$ cat config.mk
export PLATFORM = sky130hd
export DESIGN_NAME = multicycle_ctrl_fsm_flat
export DESIGN_NICKNAME = d
export VERILOG_FILES = /design/src/rtl/riscv_ctrl_pkg.sv /design/src/rtl/multicycle_ctrl_fsm_if.sv /design/src/rtl/alu_decoder.sv /design/src/rtl/multicycle_ctrl_fsm.sv /design/src/flat_wrapper.sv
export SDC_FILE = /design/constraint.sdc
export NUM_CORES = 1
export LEC_CHECK = 0
export BUFFER_PORTS_ARGS = -buffer_cell sky130_fd_sc_hd__buf_4
export CAP_MARGIN = 5
export CORE_ASPECT_RATIO = 1.4
export CORE_MARGIN = 2
export CORE_UTILIZATION = 40
export CTS_CLUSTER_SIZE = 24
export DETAILED_ROUTE_END_ITERATION = 10
export PLACE_DENSITY = 0.73
export SLEW_MARGIN = 20
export SYNTH_ARGS = -nofsm -noshare
export SYNTH_HDL_FRONTEND = slang
export SYNTH_SLANG_ARGS = --single-unit
$ cat constraint.sdc
create_clock -name clk -period 1.7 [get_ports clk]
set_clock_uncertainty 0.05 [all_clocks]
set_input_delay 0.255 -clock clk [delete_from_list [all_inputs] [get_ports clk]]
set_output_delay 0.255 -clock clk [all_outputs]
set_load 0.01 [all_outputs]
$ cat src/rtl/riscv_ctrl_pkg.sv
`default_nettype none
// +----------------------------------------------------------------------+
// | Package : riscv_ctrl_pkg                                             |
// | Brief   : Shared encodings for the multicycle RV32I control FSM:     |
// |           state enum, opcodes, ALUOp, mux selects, ALU controls.     |
// | Rev     : 1.0  initial release                                       |
// +----------------------------------------------------------------------+
package riscv_ctrl_pkg;

  typedef enum logic [3:0] {
    FETCH    = 4'd0,
    DECODE   = 4'd1,
    MEMADR   = 4'd2,
    MEMREAD  = 4'd3,
    MEMWRITE = 4'd4,
    MEMWB    = 4'd5,
    EXECR    = 4'd6,
    EXECI    = 4'd7,
    ALUWB    = 4'd8,
    BEQ      = 4'd9,
    JAL      = 4'd10,
    TRAP     = 4'd11
  } state_t;

  typedef enum logic [1:0] {
    ALUOP_ADD   = 2'b00,
    ALUOP_SUB   = 2'b01,
    ALUOP_FUNCT = 2'b10
  } aluop_t;

  localparam logic [6:0] C_OP_LOAD   = 7'b0000011;
  localparam logic [6:0] C_OP_STORE  = 7'b0100011;
  localparam logic [6:0] C_OP_RTYPE  = 7'b0110011;
  localparam logic [6:0] C_OP_ITYPE  = 7'b0010011;
  localparam logic [6:0] C_OP_BRANCH = 7'b1100011;
  localparam logic [6:0] C_OP_JAL    = 7'b1101111;

  localparam logic [1:0] C_SRCA_PC    = 2'b00;
  localparam logic [1:0] C_SRCA_OLDPC = 2'b01;
  localparam logic [1:0] C_SRCA_RS1   = 2'b10;

  localparam logic [1:0] C_SRCB_RS2   = 2'b00;
  localparam logic [1:0] C_SRCB_IMM   = 2'b01;
  localparam logic [1:0] C_SRCB_FOUR  = 2'b10;

  localparam logic [1:0] C_RES_ALUOUT    = 2'b00;
  localparam logic [1:0] C_RES_DATA      = 2'b01;
  localparam logic [1:0] C_RES_ALURESULT = 2'b10;

  localparam logic [1:0] C_IMM_I = 2'b00;
  localparam logic [1:0] C_IMM_S = 2'b01;
  localparam logic [1:0] C_IMM_B = 2'b10;
  localparam logic [1:0] C_IMM_J = 2'b11;

  localparam logic [2:0] C_ALU_ADD = 3'b000;
  localparam logic [2:0] C_ALU_SUB = 3'b001;
  localparam logic [2:0] C_ALU_AND = 3'b010;
  localparam logic [2:0] C_ALU_OR  = 3'b011;
  localparam logic [2:0] C_ALU_SLT = 3'b101;

  // Immediate format chosen purely from the opcode; unknown opcodes use I.
  function automatic logic [1:0] imm_src_of(input logic [6:0] op);
    case (op)
      C_OP_STORE:  imm_src_of = C_IMM_S;
      C_OP_BRANCH: imm_src_of = C_IMM_B;
      C_OP_JAL:    imm_src_of = C_IMM_J;
      default:     imm_src_of = C_IMM_I;
    endcase
  endfunction

endpackage
`default_nettype wire

$ cat src/rtl/multicycle_ctrl_fsm_if.sv
`default_nettype none
// +----------------------------------------------------------------------+
// | Interface : multicycle_ctrl_fsm_if                                   |
// | Brief     : Controller <-> datapath/memory bundle. master = control  |
// |             FSM side, slave = datapath side.                         |
// | Rev       : 1.0  initial release                                     |
// +----------------------------------------------------------------------+
interface multicycle_ctrl_fsm_if;
  logic [6:0] op;
  logic [2:0] funct3;
  logic       funct7b5;
  logic       zero;
  logic       mem_ready;
  logic       mem_req;
  logic       mem_write;
  logic       adr_src;
  logic       ir_write;
  logic       pc_write;
  logic       reg_write;
  logic [1:0] alu_src_a;
  logic [1:0] alu_src_b;
  logic [1:0] result_src;
  logic [1:0] imm_src;
  logic [2:0] alu_control;
  logic       instr_done;
  logic       illegal;

  modport master (
    input  op, funct3, funct7b5, zero, mem_ready,
    output mem_req, mem_write, adr_src, ir_write, pc_write, reg_write,
           alu_src_a, alu_src_b, result_src, imm_src, alu_control,
           instr_done, illegal
  );

  modport slave (
    output op, funct3, funct7b5, zero, mem_ready,
    input  mem_req, mem_write, adr_src, ir_write, pc_write, reg_write,
           alu_src_a, alu_src_b, result_src, imm_src, alu_control,
           instr_done, illegal
  );
endinterface
`default_nettype wire

$ cat src/rtl/alu_decoder.sv
`default_nettype none
// +----------------------------------------------------------------------+
// | Module : alu_decoder                                                 |
// | Brief  : Maps ALUOp plus funct fields to the 3-bit ALU control code. |
// | Rev    : 1.0  initial release                                        |
// +----------------------------------------------------------------------+
module alu_decoder
  import riscv_ctrl_pkg::*;
(
  input  aluop_t     i_alu_op,
  input  logic [2:0] i_funct3,
  input  logic       i_funct7b5,
  input  logic       i_op5,
  output logic [2:0] o_alu_control
);

  // Fixed add/sub for address and branch work; funct-driven for EXEC states.
  always_comb begin
    o_alu_control = C_ALU_ADD;
    case (i_alu_op)
      ALUOP_SUB: o_alu_control = C_ALU_SUB;
      ALUOP_FUNCT: begin
        case (i_funct3)
          // addi never subtracts: instr[30] is immediate data there
          3'b000:  o_alu_control = (i_funct7b5 & i_op5) ? C_ALU_SUB : C_ALU_ADD;
          3'b010:  o_alu_control = C_ALU_SLT;
          3'b110:  o_alu_control = C_ALU_OR;
          3'b111:  o_alu_control = C_ALU_AND;
          default: o_alu_control = C_ALU_ADD;
        endcase
      end
      default: o_alu_control = C_ALU_ADD;
    endcase
  end

endmodule
`default_nettype wire

$ cat src/rtl/multicycle_ctrl_fsm.sv
`default_nettype none
// +----------------------------------------------------------------------+
// | Module : multicycle_ctrl_fsm                                         |
// | Brief  : Multicycle RV32I control sequencer. Walks instructions      |
// |          through fetch/decode/execute/writeback, stalls on the       |
// |          memory req/ready handshake, traps on unknown opcodes.       |
// | Rev    : 1.0  initial release                                        |
// +----------------------------------------------------------------------+
module multicycle_ctrl_fsm
  import riscv_ctrl_pkg::*;
(
  input  logic                        clk,
  input  logic                        rst_n,
  multicycle_ctrl_fsm_if.master       bus
);

  state_t     r_state;
  state_t     w_next;
  logic       w_mem_req;
  logic       w_mem_write;
  logic       w_adr_src;
  logic       w_ir_write;
  logic       w_pc_update;
  logic       w_branch;
  logic       w_reg_write;
  logic [1:0] w_src_a;
  logic [1:0] w_src_b;
  logic [1:0] w_res_src;
  logic       w_done;
  logic       w_illegal;
  aluop_t     w_alu_op;
  logic [2:0] w_alu_control;

  // State register; reset forces FETCH immediately.
  always_ff @(posedge clk or negedge rst_n) begin
    if (!rst_n) r_state <= FETCH;
    else        r_state <= w_next;
  end

  // Next-state and per-state control decode.
  always_comb begin
    w_next      = r_state;
    w_mem_req   = 1'b0;
    w_mem_write = 1'b0;
    w_adr_src   = 1'b0;
    w_ir_write  = 1'b0;
    w_pc_update = 1'b0;
    w_branch    = 1'b0;
    w_reg_write = 1'b0;
    w_src_a     = C_SRCA_PC;
    w_src_b     = C_SRCB_RS2;
    w_res_src   = C_RES_ALUOUT;
    w_done      = 1'b0;
    w_illegal   = 1'b0;
    w_alu_op    = ALUOP_ADD;
    case (r_state)
      FETCH: begin
        w_mem_req = 1'b1;
        w_src_b   = C_SRCB_FOUR;
        w_res_src = C_RES_ALURESULT;
        if (bus.mem_ready) begin
          w_ir_write  = 1'b1;
          w_pc_update = 1'b1;
          w_next      = DECODE;
        end
      end
      DECODE: begin
        // Precompute the branch target into ALUOut
        w_src_a = C_SRCA_OLDPC;
        w_src_b = C_SRCB_IMM;
        case (bus.op)
          C_OP_LOAD, C_OP_STORE: w_next = MEMADR;
          C_OP_RTYPE:            w_next = EXECR;
          C_OP_ITYPE:            w_next = EXECI;
          C_OP_BRANCH:           w_next = BEQ;
          C_OP_JAL:              w_next = JAL;
          default:               w_next = TRAP;
        endcase
      end
      MEMADR: begin
        w_src_a = C_SRCA_RS1;
        w_src_b = C_SRCB_IMM;
        w_next  = (bus.op == C_OP_LOAD) ? MEMREAD : MEMWRITE;
      end
      MEMREAD: begin
        w_mem_req = 1'b1;
        w_adr_src = 1'b1;
        if (bus.mem_ready) w_next = MEMWB;
      end
      MEMWRITE: begin
        w_mem_req   = 1'b1;
        w_mem_write = 1'b1;
        w_adr_src   = 1'b1;
        if (bus.mem_ready) begin
          w_done = 1'b1;
          w_next = FETCH;
        end
      end
      MEMWB: begin
        w_res_src   = C_RES_DATA;
        w_reg_write = 1'b1;
        w_done      = 1'b1;
        w_next      = FETCH;
      end
      EXECR: begin
        w_src_a  = C_SRCA_RS1;
        w_src_b  = C_SRCB_RS2;
        w_alu_op = ALUOP_FUNCT;
        w_next   = ALUWB;
      end
      EXECI: begin
        w_src_a  = C_SRCA_RS1;
        w_src_b  = C_SRCB_IMM;
        w_alu_op = ALUOP_FUNCT;
        w_next   = ALUWB;
      end
      ALUWB: begin
        w_reg_write = 1'b1;
        w_done      = 1'b1;
        w_next      = FETCH;
      end
      BEQ: begin
        w_src_a  = C_SRCA_RS1;
        w_src_b  = C_SRCB_RS2;
        w_alu_op = ALUOP_SUB;
        w_branch = 1'b1;
        w_done   = 1'b1;
        w_next   = FETCH;
      end
      JAL: begin
        // Jump target (from DECODE) goes to PC while PC+4 heads to rd
        w_src_a     = C_SRCA_OLDPC;
        w_src_b     = C_SRCB_FOUR;
        w_pc_update = 1'b1;
        w_next      = ALUWB;
      end
      TRAP: begin
        w_illegal = 1'b1;
        w_next    = TRAP;
      end
      default: w_next = FETCH;
    endcase
  end

  alu_decoder u_alu_decoder (
    .i_alu_op      (w_alu_op),
    .i_funct3      (bus.funct3),
    .i_funct7b5    (bus.funct7b5),
    .i_op5         (bus.op[5]),
    .o_alu_control (w_alu_control)
  );

  // Outputs are forced quiet while reset is held so nothing escapes mid-reset.
  assign bus.mem_req     = rst_n & w_mem_req;
  assign bus.mem_write   = rst_n & w_mem_write;
  assign bus.adr_src     = rst_n & w_adr_src;
  assign bus.ir_write    = rst_n & w_ir_write;
  assign bus.pc_write    = rst_n & (w_pc_update | (w_branch & bus.zero));
  assign bus.reg_write   = rst_n & w_reg_write;
  assign bus.instr_done  = rst_n & w_done;
  assign bus.illegal     = rst_n & w_illegal;
  assign bus.alu_src_a   = rst_n ? w_src_a       : 2'b00;
  assign bus.alu_src_b   = rst_n ? w_src_b       : 2'b00;
  assign bus.result_src  = rst_n ? w_res_src     : 2'b00;
  assign bus.imm_src     = rst_n ? imm_src_of(bus.op) : 2'b00;
  assign bus.alu_control = rst_n ? w_alu_control : 3'b000;

endmodule
`default_nettype wire

$ cat src/flat_wrapper.sv
// flat-port wrapper written by rule: the top's interface ports become plain ports
module multicycle_ctrl_fsm_flat import riscv_ctrl_pkg::*;
  (clk, rst_n, bus_op, bus_funct3, bus_funct7b5, bus_zero, bus_mem_ready, bus_mem_req, bus_mem_write, bus_adr_src, bus_ir_write, bus_pc_write, bus_reg_write, bus_alu_src_a, bus_alu_src_b, bus_result_src, bus_imm_src, bus_alu_control, bus_instr_done, bus_illegal);
  multicycle_ctrl_fsm_if bus_i ();
  input  logic clk;
  input  logic rst_n;
  input wire logic [$bits(bus_i.op)-1:0] bus_op;
  input wire logic [$bits(bus_i.funct3)-1:0] bus_funct3;
  input wire logic [$bits(bus_i.funct7b5)-1:0] bus_funct7b5;
  input wire logic [$bits(bus_i.zero)-1:0] bus_zero;
  input wire logic [$bits(bus_i.mem_ready)-1:0] bus_mem_ready;
  output wire logic [$bits(bus_i.mem_req)-1:0] bus_mem_req;
  output wire logic [$bits(bus_i.mem_write)-1:0] bus_mem_write;
  output wire logic [$bits(bus_i.adr_src)-1:0] bus_adr_src;
  output wire logic [$bits(bus_i.ir_write)-1:0] bus_ir_write;
  output wire logic [$bits(bus_i.pc_write)-1:0] bus_pc_write;
  output wire logic [$bits(bus_i.reg_write)-1:0] bus_reg_write;
  output wire logic [$bits(bus_i.alu_src_a)-1:0] bus_alu_src_a;
  output wire logic [$bits(bus_i.alu_src_b)-1:0] bus_alu_src_b;
  output wire logic [$bits(bus_i.result_src)-1:0] bus_result_src;
  output wire logic [$bits(bus_i.imm_src)-1:0] bus_imm_src;
  output wire logic [$bits(bus_i.alu_control)-1:0] bus_alu_control;
  output wire logic [$bits(bus_i.instr_done)-1:0] bus_instr_done;
  output wire logic [$bits(bus_i.illegal)-1:0] bus_illegal;
  assign bus_i.op = bus_op;
  assign bus_i.funct3 = bus_funct3;
  assign bus_i.funct7b5 = bus_funct7b5;
  assign bus_i.zero = bus_zero;
  assign bus_i.mem_ready = bus_mem_ready;
  assign bus_mem_req = bus_i.mem_req;
  assign bus_mem_write = bus_i.mem_write;
  assign bus_adr_src = bus_i.adr_src;
  assign bus_ir_write = bus_i.ir_write;
  assign bus_pc_write = bus_i.pc_write;
  assign bus_reg_write = bus_i.reg_write;
  assign bus_alu_src_a = bus_i.alu_src_a;
  assign bus_alu_src_b = bus_i.alu_src_b;
  assign bus_result_src = bus_i.result_src;
  assign bus_imm_src = bus_i.imm_src;
  assign bus_alu_control = bus_i.alu_control;
  assign bus_instr_done = bus_i.instr_done;
  assign bus_illegal = bus_i.illegal;
  multicycle_ctrl_fsm u_core (.clk(clk), .rst_n(rst_n), .bus(bus_i));
endmodule
==> summary.txt, run 1 <==
STA
  • Tightest Pin Transition: 342 ps
  • Final hold viol count: 0
  • Final Cycle Share: 112%
  • RSZ-0062 raised after global routing: yes
  • Max Clk Rate: 0.526 GHz
  • Worst rel slew slack: 77.0%
  • Max-slew violation count: 0
  • Final setup viols: 9
  • Final min period: 1900 ps
  • Setup tns final: -879 ps
  • Final Worst Setup Slack: -201 ps

Synthesis
  • Post-synth EDFFs: 0
  • Syn Area/Cell: 6.56 µm²
  • Yosys top cell area share: 13.6%
  • Cell area after synthesis: 734 µm²
  • Synth area leader: dfrtp_1
  • Synth Instances: 112
  • Post-synth top cells: 18 x nor2_1, 9 x nand2_1, 7 x a21oi_1, 7 x nor3_1
  • Flop and latch count out of synthesis: 4
  • Post-synthesis sequential area ratio: 13.6%
  • Warnings, synthesis: 0
  • Most common cell in the netlist: nor2_1
  • FFs w/ async S/R, synth: 100%
  • Netlist cell types: 36
  • Top FF cell, synth: dfrtp_1
  • Synth area leaders: dfrtp_1 14%, nor2_1 9.2%, nor2b_1 5.1%, a21oi_1 4.8%, nor3_1 4.8%
  • Synthesized Nets: 129

Cells and area
  • Biggest regs: u_core.r_state x4
  • ANT cells: 0
  • Max FFs per register: 4
  • Layout cell share with drive strength beyond 1: 55.0%
  • Area delta synth->final: 82.3%
  • Top reg by flops: u_core.r_state
  • Fin nets: 179

Place
  • Final HPWL DP: 1.81 mm
  • Gp weighted congestion: 0.816
  • Port Buf Inserts: 33

Run status
  • Failing checks: negative setup slack
  • Status: complete, but fails checks

Hold path
  • Hold_sp: bus_op[4]
  • Worst Hold Depth: 3
  • Hold WC Path Type: input port to flip-flop
  • Hold EP: u_core.r_state[2]

Worst setup path
  • Worst R2R Setup Slack: -40 ps
  • Critical Path AT: 1600 ps
  • Required time worst endpoint: 1390 ps
  • Critical path cell sequence: nand2b_4 -> nor2_4 -> buf_6 -> ha_4 -> a31oi_4 -> nor3b_2 -> buf_4
  • R2r endpoint: u_core.r_state[2]
  • Slowest-stage cell, CP: dfrtp_2
  • Max incr delay on CP: 450 ps
  • R2r startpoint: u_core.r_state[3]
  • Worst R2R Path Depth: 5
  • Crit path launch type: flip-flop
  • Setup crit end kind: output port
  • Worst Path Max Fanout: 5
  • Crit. Startpoint: u_core.r_state[1]
  • Setup CP Type: flip-flop to output port

GRT
  • Pin count of the biggest net entering global routing: 13
  • Global-route wire length before repair: 4.02 mm
  • Global Route Usage Sum: 27.1%
  • Grt total ovfl: 0
  • Initial antenna violation count: 0
  • Vias in the first global route: 931

Die
  • Core box area: 0.00176 mm²
  • DIE HEIGHT: 54.7 µm
  • I/O pins: 34
  • Rows: 18
  • Initial core utilization: 41.8%
  • Die W: 40.2 µm
  • Die area: 0.00220 mm²

CTS
  • CTS tree: built
  • H-tree level count: 1
  • CTS sink count: 4
  • Worst skew pair latency: 240 ps
  • Worst-path clk slew: 40 ps
  • Clock tree buffer depth: 2
  • CTS root buffer: clkbuf_4
  • Total CTS buffers: 3

Detailed routing
  • First-pass iteration count of the detailed router: 4
  • Vias: 1033
  • DR WL/cell: 15.6 µm
  • Initial drt markers: 21
  • Routed wire length: 2.81 mm
  • DR vias/cell: 5.74
  • # DRC: 0
  • DRT antenna net count: 0

Pwr
  • Final Power: 0.00177 W
  • Leakage power: 0.562 nW
  • Pwr/cell area: 1320 mW/mm²
  • Worst vdd ir: 679 µV

Job
  • Max Cap Viol: 0
routing by layer:
layer  routed length, µm  vias up  GRT usage [%]  share of wire [%]
met3                 138        6           2.85                4.9
met4                  78        0           12.8                2.8
met5                   0        -              0                  0
met2                1600       39           51.9                 57
li1                    -      493              -                  -
met1                 988      495           27.7                 35
cells by family after synthesis:
family          after synthesis  share of synthesized area, %
fa+ha+maj                     2                          3.41
simple gates                 62                          45.3
compound gates               27                          25.4
xor+xnor                      3                          3.58
flops                         4                          13.6
mux                           1                          1.36
buf+inv                      13                          7.33
power by group:
group          internal (W)  switching (W)  leakage (nW)  total [W]
registers          0.000142      0.0000664        0.0467   0.000208
clock network     0.0000791      0.0000407        0.0138   0.000120
logic              0.000733       0.000704         0.502    0.00144
total              0.000954       0.000811         0.562    0.00177
repair_timing:
| action | in CTS | in global routing |
|---|---|---|
| gates resized for setup | 25 | 18 |
| pin swaps | 10 | 6 |
| gates cloned | 0 | 0 |
| setup endpoints to repair | 10 | 18 |
| buffers inserted | 3 | 3 |
| hold endpoints to repair | 4 | 0 |
| hold buffers | 1 | 0 |
stage by stage:
stage	instance area [µm²]	setup WS (ps)	utilization, %	cells	hold slack [ps]
floorplan	766	2.67	-	112	-90.6
global placement	1090	57.4	62.1	170	51.3
detailed placement	1090	-19.0	62.1	170	48.3
CTS	1250	-133	71.4	177	350
global route	1340	-245	76.2	180	351
finish	1340	-201	76.2	180	346
cell type report:
type | count | area, µm²
multi-input combinational | 95 | 744
inverter | 6 | 22.5
fill | 132 | 418
timing repair buffer | 52 | 419
sequential | 4 | 105
clock buffer | 3 | 22.5
tap | 20 | 25.0
how the worst max path moves through the flow:
stage                         endpoint  slack (ps)  cells past startpoint
floorplan           bus_alu_control[0]           3                      6
global placement    bus_alu_control[2]          60                      6
detailed placement  bus_alu_control[0]         -20                      6
CTS                 bus_alu_control[0]        -130                      7
global route        bus_alu_control[0]        -250                      7
finish              bus_alu_control[0]        -200                      7
layout by cell type, fill, tap and decap left out, types with 2 or more instances in the layout:
| cell | n |
|---|---|
| nor2_2 | 2 |
| nor3_1 | 5 |
| inv_1 | 3 |
| nor3_2 | 2 |
| clkbuf_4 | 3 |
| o21a_1 | 2 |
| nor2_4 | 4 |
| nand2_1 | 9 |
| buf_4 | 44 |
| nor2_1 | 12 |
| nand2b_4 | 3 |
| nor2b_1 | 2 |
| inv_2 | 3 |
| nand2b_1 | 2 |
| ha_4 | 2 |
| a31oi_1 | 3 |
| nor3b_1 | 3 |
| and3_1 | 2 |
| nand3_1 | 2 |
| dfrtp_2 | 4 |
| o21ai_0 | 5 |
| buf_6 | 7 |
| nor2b_4 | 3 |
| o211ai_1 | 2 |
| a21oi_1 | 6 |
| nor4_1 | 2 |
critical path, delay by kind of cell, from the launching register on:
family	cells	cell delay, ps
AO/OA/AOI/OAI	1	40
adder cells (fa/ha/maj)	1	150
buffers and inverters	2	260
flip-flops	1	450
AND/OR/NAND/NOR	3	470
No activity file was read; power rests on OpenSTA's default activity.
==> run 2: changes to the inputs <==
--- a/config.mk
+++ b/config.mk
@@ -5,14 +5,14 @@
 export SDC_FILE = /design/constraint.sdc
 export NUM_CORES = 1
 export LEC_CHECK = 0
+export ABC_AREA = 1
 export BUFFER_PORTS_ARGS = -buffer_cell sky130_fd_sc_hd__buf_4
 export CAP_MARGIN = 5
-export CORE_ASPECT_RATIO = 1.4
 export CORE_MARGIN = 2
-export CORE_UTILIZATION = 40
+export CORE_UTILIZATION = 39
 export CTS_CLUSTER_SIZE = 24
 export DETAILED_ROUTE_END_ITERATION = 10
-export PLACE_DENSITY = 0.73
+export PLACE_DENSITY = 0.75
 export SLEW_MARGIN = 20
 export SYNTH_ARGS = -nofsm -noshare
 export SYNTH_HDL_FRONTEND = slang
==> run 2 against run 1 <==
  * The flow now stops in global routing
  * Synthesized cell count grew 4.5%
  * Synthesized area fell by 16%
==> summary.txt, run 2 <==
Die
  • Die W: 43.7 µm (+8.6%)
  • I/O pins: 34 (unchanged)
  • Rows: 14 (-4)
  • Initial core utilization: 41.3% (-0.55 points)
  • DIE HEIGHT: 43.7 µm (-20%)

Synthesis
  • Post-synth top cells: 27 x nand2_1, 23 x nor2_1, 19 x inv_1
  • Netlist cell types: 21 (-42%)
  • Cell area after synthesis: 614 µm² (-16%)
  • Most common cell in the netlist: nand2_1
  • Post-synthesis sequential area ratio: 16.3% (+2.7 points)
  • Synth area leaders: nand2_1 16%, dfrtp_1 16%, nor2_1 14%, inv_1 12%, nand3_1 9.8%
  • Yosys top cell area share: 16.5% (+2.9 points)
  • FFs w/ async S/R, synth: 100% (unchanged)
  • Synth area leader: nand2_1
  • Top FF cell, synth: dfrtp_1
  • Flop and latch count out of synthesis: 4 (unchanged)
  • Syn Area/Cell: 5.25 µm² (-20%)
  • Warnings, synthesis: 0 (unchanged)
  • Synth Instances: 117 (+4.5%)
  • Post-synth EDFFs: 0 (unchanged)
  • Synthesized Nets: 134 (+3.9%)

CTS
  • Total CTS buffers: 3 (unchanged)
  • Clock tree buffer depth: 2 (unchanged)
  • H-tree level count: 1 (unchanged)
  • CTS sink count: 4 (unchanged)
  • CTS root buffer: clkbuf_4

GRT
  • Pin count of the biggest net entering global routing: 15

Place
  • Final HPWL DP: 1.78 mm (-1.8%)
  • Port Buf Inserts: 33 (unchanged)
  • Gp weighted congestion: 0.925 (+13%)
  • DP Cell Count: 179 (+5.3%)
  • Dpl cell area: 0.00103 mm² (-5.6%)

STA
  • GRT repair_timing worst endpoint: bus_alu_control[2]
  • Worst EP Category: primary output

Run status
  • Error msg: [ERROR DPL-0038] Utilization greater than 100%, impossible to legalize
  • Status: did not finish
  • Stage reached: global routing
==> run 2: cell count changes after synthesis, moves of 4 or more <==
| cell | change |
|---|---|
| nand2_1 | +18 |
| inv_1 | +13 |
| nand3_1 | +10 |
| nor2b_1 | -6 |
| clkbuf_1 | -5 |
| nand2b_1 | -5 |
| nor2_1 | +5 |
| nor2_2 | +4 |
| nor3_1 | -4 |
| nor3b_1 | -4 |
==> run 2: stage by stage <==
| step | setup slack, ps | utilization, % | TNS, ps | hold slack (ps) |
|---|---|---|---|---|
| floorplan | -0.104 | - | -0.104 | -90.6 |
| global placement | 1.59 | 69.2 | 0 | 26.3 |
| detailed placement | -24.0 | 69.2 | -24.0 | 25.7 |
| CTS | -265 | 91.8 | -1160 | 320 |
==> run 2: kinds of logic after synthesis <==
| group | synth area share (%) |
|---|---|
| buf+inv | 14.1 |
| simple gates | 51.5 |
| fa+ha+maj | 4.07 |
| compound gates | 14.1 |
| flops | 16.3 |
==> run 2: repair_timing <==
action,4_1_cts
endpoints found under the hold margin,4
cloned,0
endpoints found under the setup margin,13
hold buffers,1
pin swaps,17
buffers inserted,20
resized for setup,51
==> run 3: changes to the inputs <==
--- a/config.mk
+++ b/config.mk
@@ -8,11 +8,10 @@
 export ABC_AREA = 1
 export BUFFER_PORTS_ARGS = -buffer_cell sky130_fd_sc_hd__buf_4
 export CAP_MARGIN = 5
-export CORE_MARGIN = 2
-export CORE_UTILIZATION = 39
-export CTS_CLUSTER_SIZE = 24
+export CORE_AREA = 2 2 63 65
 export DETAILED_ROUTE_END_ITERATION = 10
-export PLACE_DENSITY = 0.75
+export DIE_AREA = 0 0 65 67
+export PLACE_DENSITY_LB_ADDON = 0.15
 export SLEW_MARGIN = 20
 export SYNTH_ARGS = -nofsm -noshare
 export SYNTH_HDL_FRONTEND = slang
==> constraint.sdc (replaced) <==
create_clock -name clk -period 2.2 [get_ports clk]
set_clock_uncertainty 0.05 [all_clocks]
set_input_delay 0.33 -clock clk [delete_from_list [all_inputs] [get_ports clk]]
set_output_delay 0.33 -clock clk [all_outputs]
set_load 0.01 [all_outputs]
==> run 3 against run 2 <==
  * The run now ends clean
  * Synthesized cell count stayed put
  * Synthesized area stayed put
==> summary.txt, run 3 <==
Synthesis
  • Synth area leader: nand2_1
  • Synth area leaders: nand2_1 16%, dfrtp_1 16%, nor2_1 14%, inv_1 12%, nand3_1 9.8%
  • Post-synth EDFFs: 0 (unchanged)
  • Flop and latch count out of synthesis: 4 (unchanged)
  • Warnings, synthesis: 0 (unchanged)
  • Top FF cell, synth: dfrtp_1
  • Synthesized Nets: 134 (unchanged)
  • Cell area after synthesis: 614 µm² (unchanged)
  • FFs w/ async S/R, synth: 100% (unchanged)
  • Syn Area/Cell: 5.25 µm² (unchanged)
  • Post-synthesis sequential area ratio: 16.3% (unchanged)
  • Synth Instances: 117 (unchanged)
  • Yosys top cell area share: 16.5% (unchanged)
  • Post-synth top cells: 27 x nand2_1, 23 x nor2_1, 19 x inv_1
  • Most common cell in the netlist: nand2_1
  • Netlist cell types: 21 (unchanged)

GRT
  • Grt total ovfl: 0
  • Initial antenna violation count: 0
  • Pin count of the biggest net entering global routing: 15
  • Global Route Usage Sum: 9.66%
  • Vias in the first global route: 795
  • Global-route wire length before repair: 3.31 mm

STA
  • Tightest Pin Transition: 427 ps
  • Final Cycle Share: 93.6%
  • RSZ-0062 raised after global routing: no
  • Setup tns final: 0 ps
  • Final hold viol count: 0
  • Max-slew violation count: 0
  • Worst hold slack: 424 ps
  • Final setup viols: 0
  • Max Clk Rate: 0.486 GHz
  • Final min period: 2060 ps
  • Worst rel slew slack: 71.5%

Pwr
  • Pwr/cell area: 894 mW/mm²
  • Leakage power: 0.541 nW
  • Worst vdd ir: 204 µV

Cells and area
  • Area delta synth->final: 62.9%
  • Most common cell after layout, fill and taps aside: buf_4
  • Layout cell share with drive strength beyond 1: 32.9%
  • ANT cells: 0
  • Fin nets: 174
  • Biggest regs: u_core.r_state x4
  • Max FFs per register: 4
  • Top reg by flops: u_core.r_state
  • Commonest cells after routing, fill and taps aside: 35 x buf_4, 26 x nand2_1, 23 x nor2_1, 18 x inv_1, 12 x nand3_1

Die
  • Rows: 22 (+8)
  • DIE HEIGHT: 67 µm (+53%)
  • I/O pins: 34 (unchanged)
  • Die area: 0.00436 mm²
  • Core box area: 0.00361 mm²
  • Initial core utilization: 17.0% (-24 points)
  • Die W: 65 µm (+49%)

CTS
  • Worst skew pair latency: 210 ps
  • Total CTS buffers: 3 (unchanged)
  • Clock tree buffer depth: 2 (unchanged)
  • CTS sink count: 4 (unchanged)
  • CTS root buffer: clkbuf_8
  • CTS tree: built
  • Worst-path clk slew: 30 ps
  • H-tree level count: 1 (unchanged)

Place
  • Final HPWL DP: 1.70 mm (-4.4%)
  • Gp weighted congestion: 0.811 (-12%)
  • Port Buf Inserts: 33 (unchanged)

Job
  • Max Cap Viol: 0

Detailed routing
  • # DRC: 0
  • DR vias/cell: 4.16
  • DR WL/cell: 10.1 µm
  • Routed wire length: 2.04 mm
  • DRT antenna net count: 0
  • Vias: 845
  • First-pass iteration count of the detailed router: 4
  • Initial drt markers: 23

Worst setup path
  • Setup crit end kind: output port
  • Worst Path Max Fanout: 4
  • Crit path launch type: flip-flop
  • Worst R2R Setup Slack: 640 ps
  • Setup CP Type: flip-flop to output port
  • Required time worst endpoint: 1820 ps
  • Critical Path AT: 1680 ps

Run status
  • Status: finished clean

Hold path
  • Hold WC Path Type: input port to flip-flop
[run 3: cell counts after synthesis]
No cell type changed its count.
[run 3: worst paths after layout]
kind | from | end | cells after the start
max | u_core.r_state[1] | bus_alu_control[2] | 7
min | bus_mem_ready | u_core.r_state[0] | 4
max reg2reg | u_core.r_state[1] | u_core.r_state[0] | 11
min reg2reg | u_core.r_state[2] | u_core.r_state[2] | 2
max in group asynchronous | rst_n | u_core.r_state[2] | 2
min in group asynchronous | rst_n | u_core.r_state[1] | 2
[run 3: per-stage QoR]
stage / utilization (%) / std cells / instance area (µm²) / power (W) / setup WS, ps
finish: 27.8 / 203 / 1000 / 0.000895 / 142
global route: 27.8 / 203 / 1000 / 0.000983 / 6.45
CTS: 27.6 / 203 / 993 / 0.000892 / 38.6
detailed placement: 25.5 / 197 / 918 / 0.000704 / 149
global placement: 25.5 / 197 / 918 / 0.000704 / 207
floorplan: - / 117 / 614 / 0.000499 / 252
[run 3: per-layer routing]
metal	up-vias	share of wire [%]	track usage (%)
met5	-	0	0
met4	0	0	3.99
met3	0	7.3	1.52
met2	31	45	16.1
met1	366	47	12.3
li1	448	-	-
[run 3: critical path: stages, from the launching register on]
cell and delay, ps:
dfrtp_1 380, inv_2 70, nand2_2 80, nor3_4 140, inv_1 80, ha_1 300, nor4_2 250, buf_4 160
[run 3: cell families (layout without fill, tap and decap cells)]
family,Yosys count,count (layout),synth area share (%)
adders and majority gates,2,2,4.07
and+or+nand+nor,73,73,51.5
AOI/OAI and AO/OA,15,15,14.1
buffers and inverters,23,61,14.1
DFF,4,4,16.3
[run 3: power by group]
group / leakage [nW] / total (W) / internal [W] / switching [W]
Sequential: 0.0497 / 0.000141 / 0.000107 / 0.0000348
Clock: 0.0216 / 0.000150 / 0.000116 / 0.0000339
Combinational: 0.469 / 0.000603 / 0.000246 / 0.000358
[run 3: repair_timing]
item | 4_1_cts | 5_1_grt
pin swaps | 2 | 2
buffers inserted | 2 | 0
hold buffers | 1 | 0
resized for setup | 2 | 3
hold endpoints to repair | 4 | 0
setup endpoints to repair | 1 | 2
[run 3: area by class of cell]
cell class              count  area (µm²)
multi-input cells          90         443
fillers                   397        2610
inverters                  22        82.6
clock buffers               3        41.3
well taps                  48        60.1
repair buffers             36         273
flip-flops and latches      4         101
==> run 4: changes to the inputs <==
==> constraint.sdc (replaced) <==
create_clock -name clk -period 2.2 [get_ports clk]
set_clock_uncertainty 0.05 [all_clocks]
set_input_delay 0.33 -clock clk [delete_from_list [all_inputs] [get_ports clk]]
set_output_delay 0.33 -clock clk [all_outputs]
set_load 0.05 [all_outputs]
==> run 4 against run 3 <==
  * Total power up 26%
  * Die area unchanged
  * Via count down 1.2%
  * Sequential power about the same
  * Highest routed layer is now met4
==> summary.txt, run 4 (synthesis results as in run 3) <==
Run status
  • Status: finished clean

Detailed routing
  • Routed wire length: 2.12 mm (+3.9%)
  • DRT antenna net count: 0 (unchanged)
  • # DRC: 0 (unchanged)
  • DR vias/cell: 4.09 (-1.7%)
  • Initial drt markers: 10 (-57%)
  • Vias: 835 (-1.2%)
  • First-pass iteration count of the detailed router: 4 (unchanged)
  • DR WL/cell: 10.4 µm (+3.4%)

Die
  • Initial core utilization: 17.0% (unchanged)
  • Rows: 22 (unchanged)
  • DIE HEIGHT: 67 µm (unchanged)
  • I/O pins: 34 (unchanged)
  • Die W: 65 µm (unchanged)
  • Core box area: 0.00361 mm² (unchanged)
  • Die area: 0.00436 mm² (unchanged)

Place
  • DP Cell Count: 198 (+0.51%)
  • Final HPWL DP: 1.71 mm (+0.28%)
  • Port Buf Inserts: 33 (unchanged)
  • Dpl cell area: 937 µm² (+2.0%)
  • Gp weighted congestion: 0.770 (-5.0%)

Cells and area
  • Max FFs per register: 4 (unchanged)
  • Fin util: 28.5% (+0.76 points)
  • Layout cell share with drive strength beyond 1: 35.3% (+2.4 points)
  • Most common cell after layout, fill and taps aside: buf_4
  • Fin nets: 175 (+0.57%)
  • Biggest regs: u_core.r_state x4
  • Area of the multi-input gates: 464 µm² (+4.8%)
  • Fin cells: 204 (+0.49%)
  • Fill count: 418 (+5.3%)
  • Area delta synth->final: 67.4%
  • Register area: 100 µm² (-1.2%)
  • Top reg by flops: u_core.r_state
  • Fin area: 0.00103 mm² (+2.8%)
  • Commonest cells after routing, fill and taps aside: 36 x buf_4, 25 x nand2_1, 22 x nor2_1, 18 x inv_1, 12 x nand3_1
  • ANT cells: 0 (unchanged)

Worst setup path
  • R2r startpoint: u_core.r_state[1]
  • R2r endpoint: u_core.r_state[0]
  • Worst Path Max Fanout: 4 (unchanged)
  • Worst R2R Setup Slack: 640 ps (about the same)
  • Setup CP Type: flip-flop to output port
  • Crit path launch type: flip-flop
  • Critical Path AT: 1750 ps (+70 ps)
  • Worst R2R Path Depth: 11 (unchanged)
  • Setup crit end kind: output port
  • Required time worst endpoint: 1820 ps (about the same)

STA
  • Worst hold slack: 426 ps (+1.68 ps)
  • Max-slew violation count: 0 (unchanged)
  • Tightest Pin Transition: 447 ps (+20.5 ps)
  • Final setup viols: 0 (unchanged)
  • Final min period: 2130 ps (+69.6 ps)
  • Max Clk Rate: 0.470 GHz (-3.3%)
  • Final hold viol count: 0 (unchanged)
  • Worst rel slew slack: 70.1% (-1.4 points)
  • Final Cycle Share: 96.7% (+3.2 points)

CTS
  • Clock tree buffer depth: 2 (unchanged)
  • Worst skew pair latency: 220 ps (about the same)
  • Total CTS buffers: 3 (unchanged)
  • CTS sink count: 4 (unchanged)
  • H-tree level count: 1 (unchanged)
  • CTS root buffer: clkbuf_8
  • Worst-path clk slew: 30 ps (about the same)
  • CTS tree: built

Hold path
  • Hold WC Path Type: input port to flip-flop
  • Worst Hold Depth: 4 (unchanged)
  • Hold EP: u_core.r_state[0]
  • Hold_sp: bus_mem_ready

GRT
  • Vias in the first global route: 815 (+2.5%)
  • Global Route Usage Sum: 10.2% (+0.52 points)
  • Initial antenna violation count: 0 (unchanged)
  • Global-route wire length before repair: 3.41 mm (+2.9%)
  • Pin count of the biggest net entering global routing: 15 (unchanged)
  • Grt total ovfl: 0 (unchanged)

Pwr
  • Final Power: 0.00113 W (+26%)
  • Worst vdd ir: 200 µV (-2.0%)
  • Pwr/cell area: 1100 mW/mm² (+23%)
  • Leakage power: 0.548 nW (+1.4%)

Job
  • Max Cap Viol: 0 (unchanged)
run 4: how the worst max path moves through the flow:
stage | endpoint | start
floorplan | bus_alu_control[2] | u_core.r_state[1]
global placement | bus_alu_control[2] | u_core.r_state[1]
detailed placement | bus_alu_control[2] | u_core.r_state[1]
CTS | bus_alu_control[2] | u_core.r_state[3]
global route | bus_alu_control[2] | u_core.r_state[1]
finish | bus_alu_control[2] | u_core.r_state[1]
run 4: metrics by stage:
stage               setup TNS, ps  setup slack, ps
global route                -4.36            -4.36
global placement                0              218
detailed placement              0              175
finish                          0             72.0
CTS                             0             18.5
floorplan                    -298             -298
run 4: timing repair:
action / CTS / global route
setup buffers: 2 / 0
endpoints found under the setup margin: 1 / 3
pin swaps: 1 / 1
hold buffers: 1 / 0
resized for setup: 1 / 5
endpoints found under the hold margin: 4 / 0
run 4: where the power goes:
group          total, W  leakage (nW)  internal, W  switching, W
combinational  0.000831         0.476     0.000263      0.000568
sequential     0.000141        0.0512     0.000105     0.0000356
clock          0.000155        0.0216     0.000117     0.0000383
total           0.00113         0.548     0.000485      0.000642
run 4: worst max-delay path, stage by stage (launching register included):
cell	delay (ps)
dfrtp_1	390
inv_2	90
nand2_2	90
nor3_2	160
inv_1	110
ha_4	230
nor4_2	230
buf_4	230
run 4: area by class of cell:
class,count,area share [%]
Clock buffer,3,4.01
Inverter,22,8.03
Multi-Input combinational cell,90,45.1
Sequential cell,4,9.73
Tap cell,48,5.84
Timing Repair Buffer,37,27.3
run 4: routing by layer:
metal | share of wire [%] | track usage, %
met3 | 5.3 | 1.86
met1 | 48 | 12.2
met5 | 0 | 0
met2 | 46 | 17.1
met4 | 0.75 | 5.59
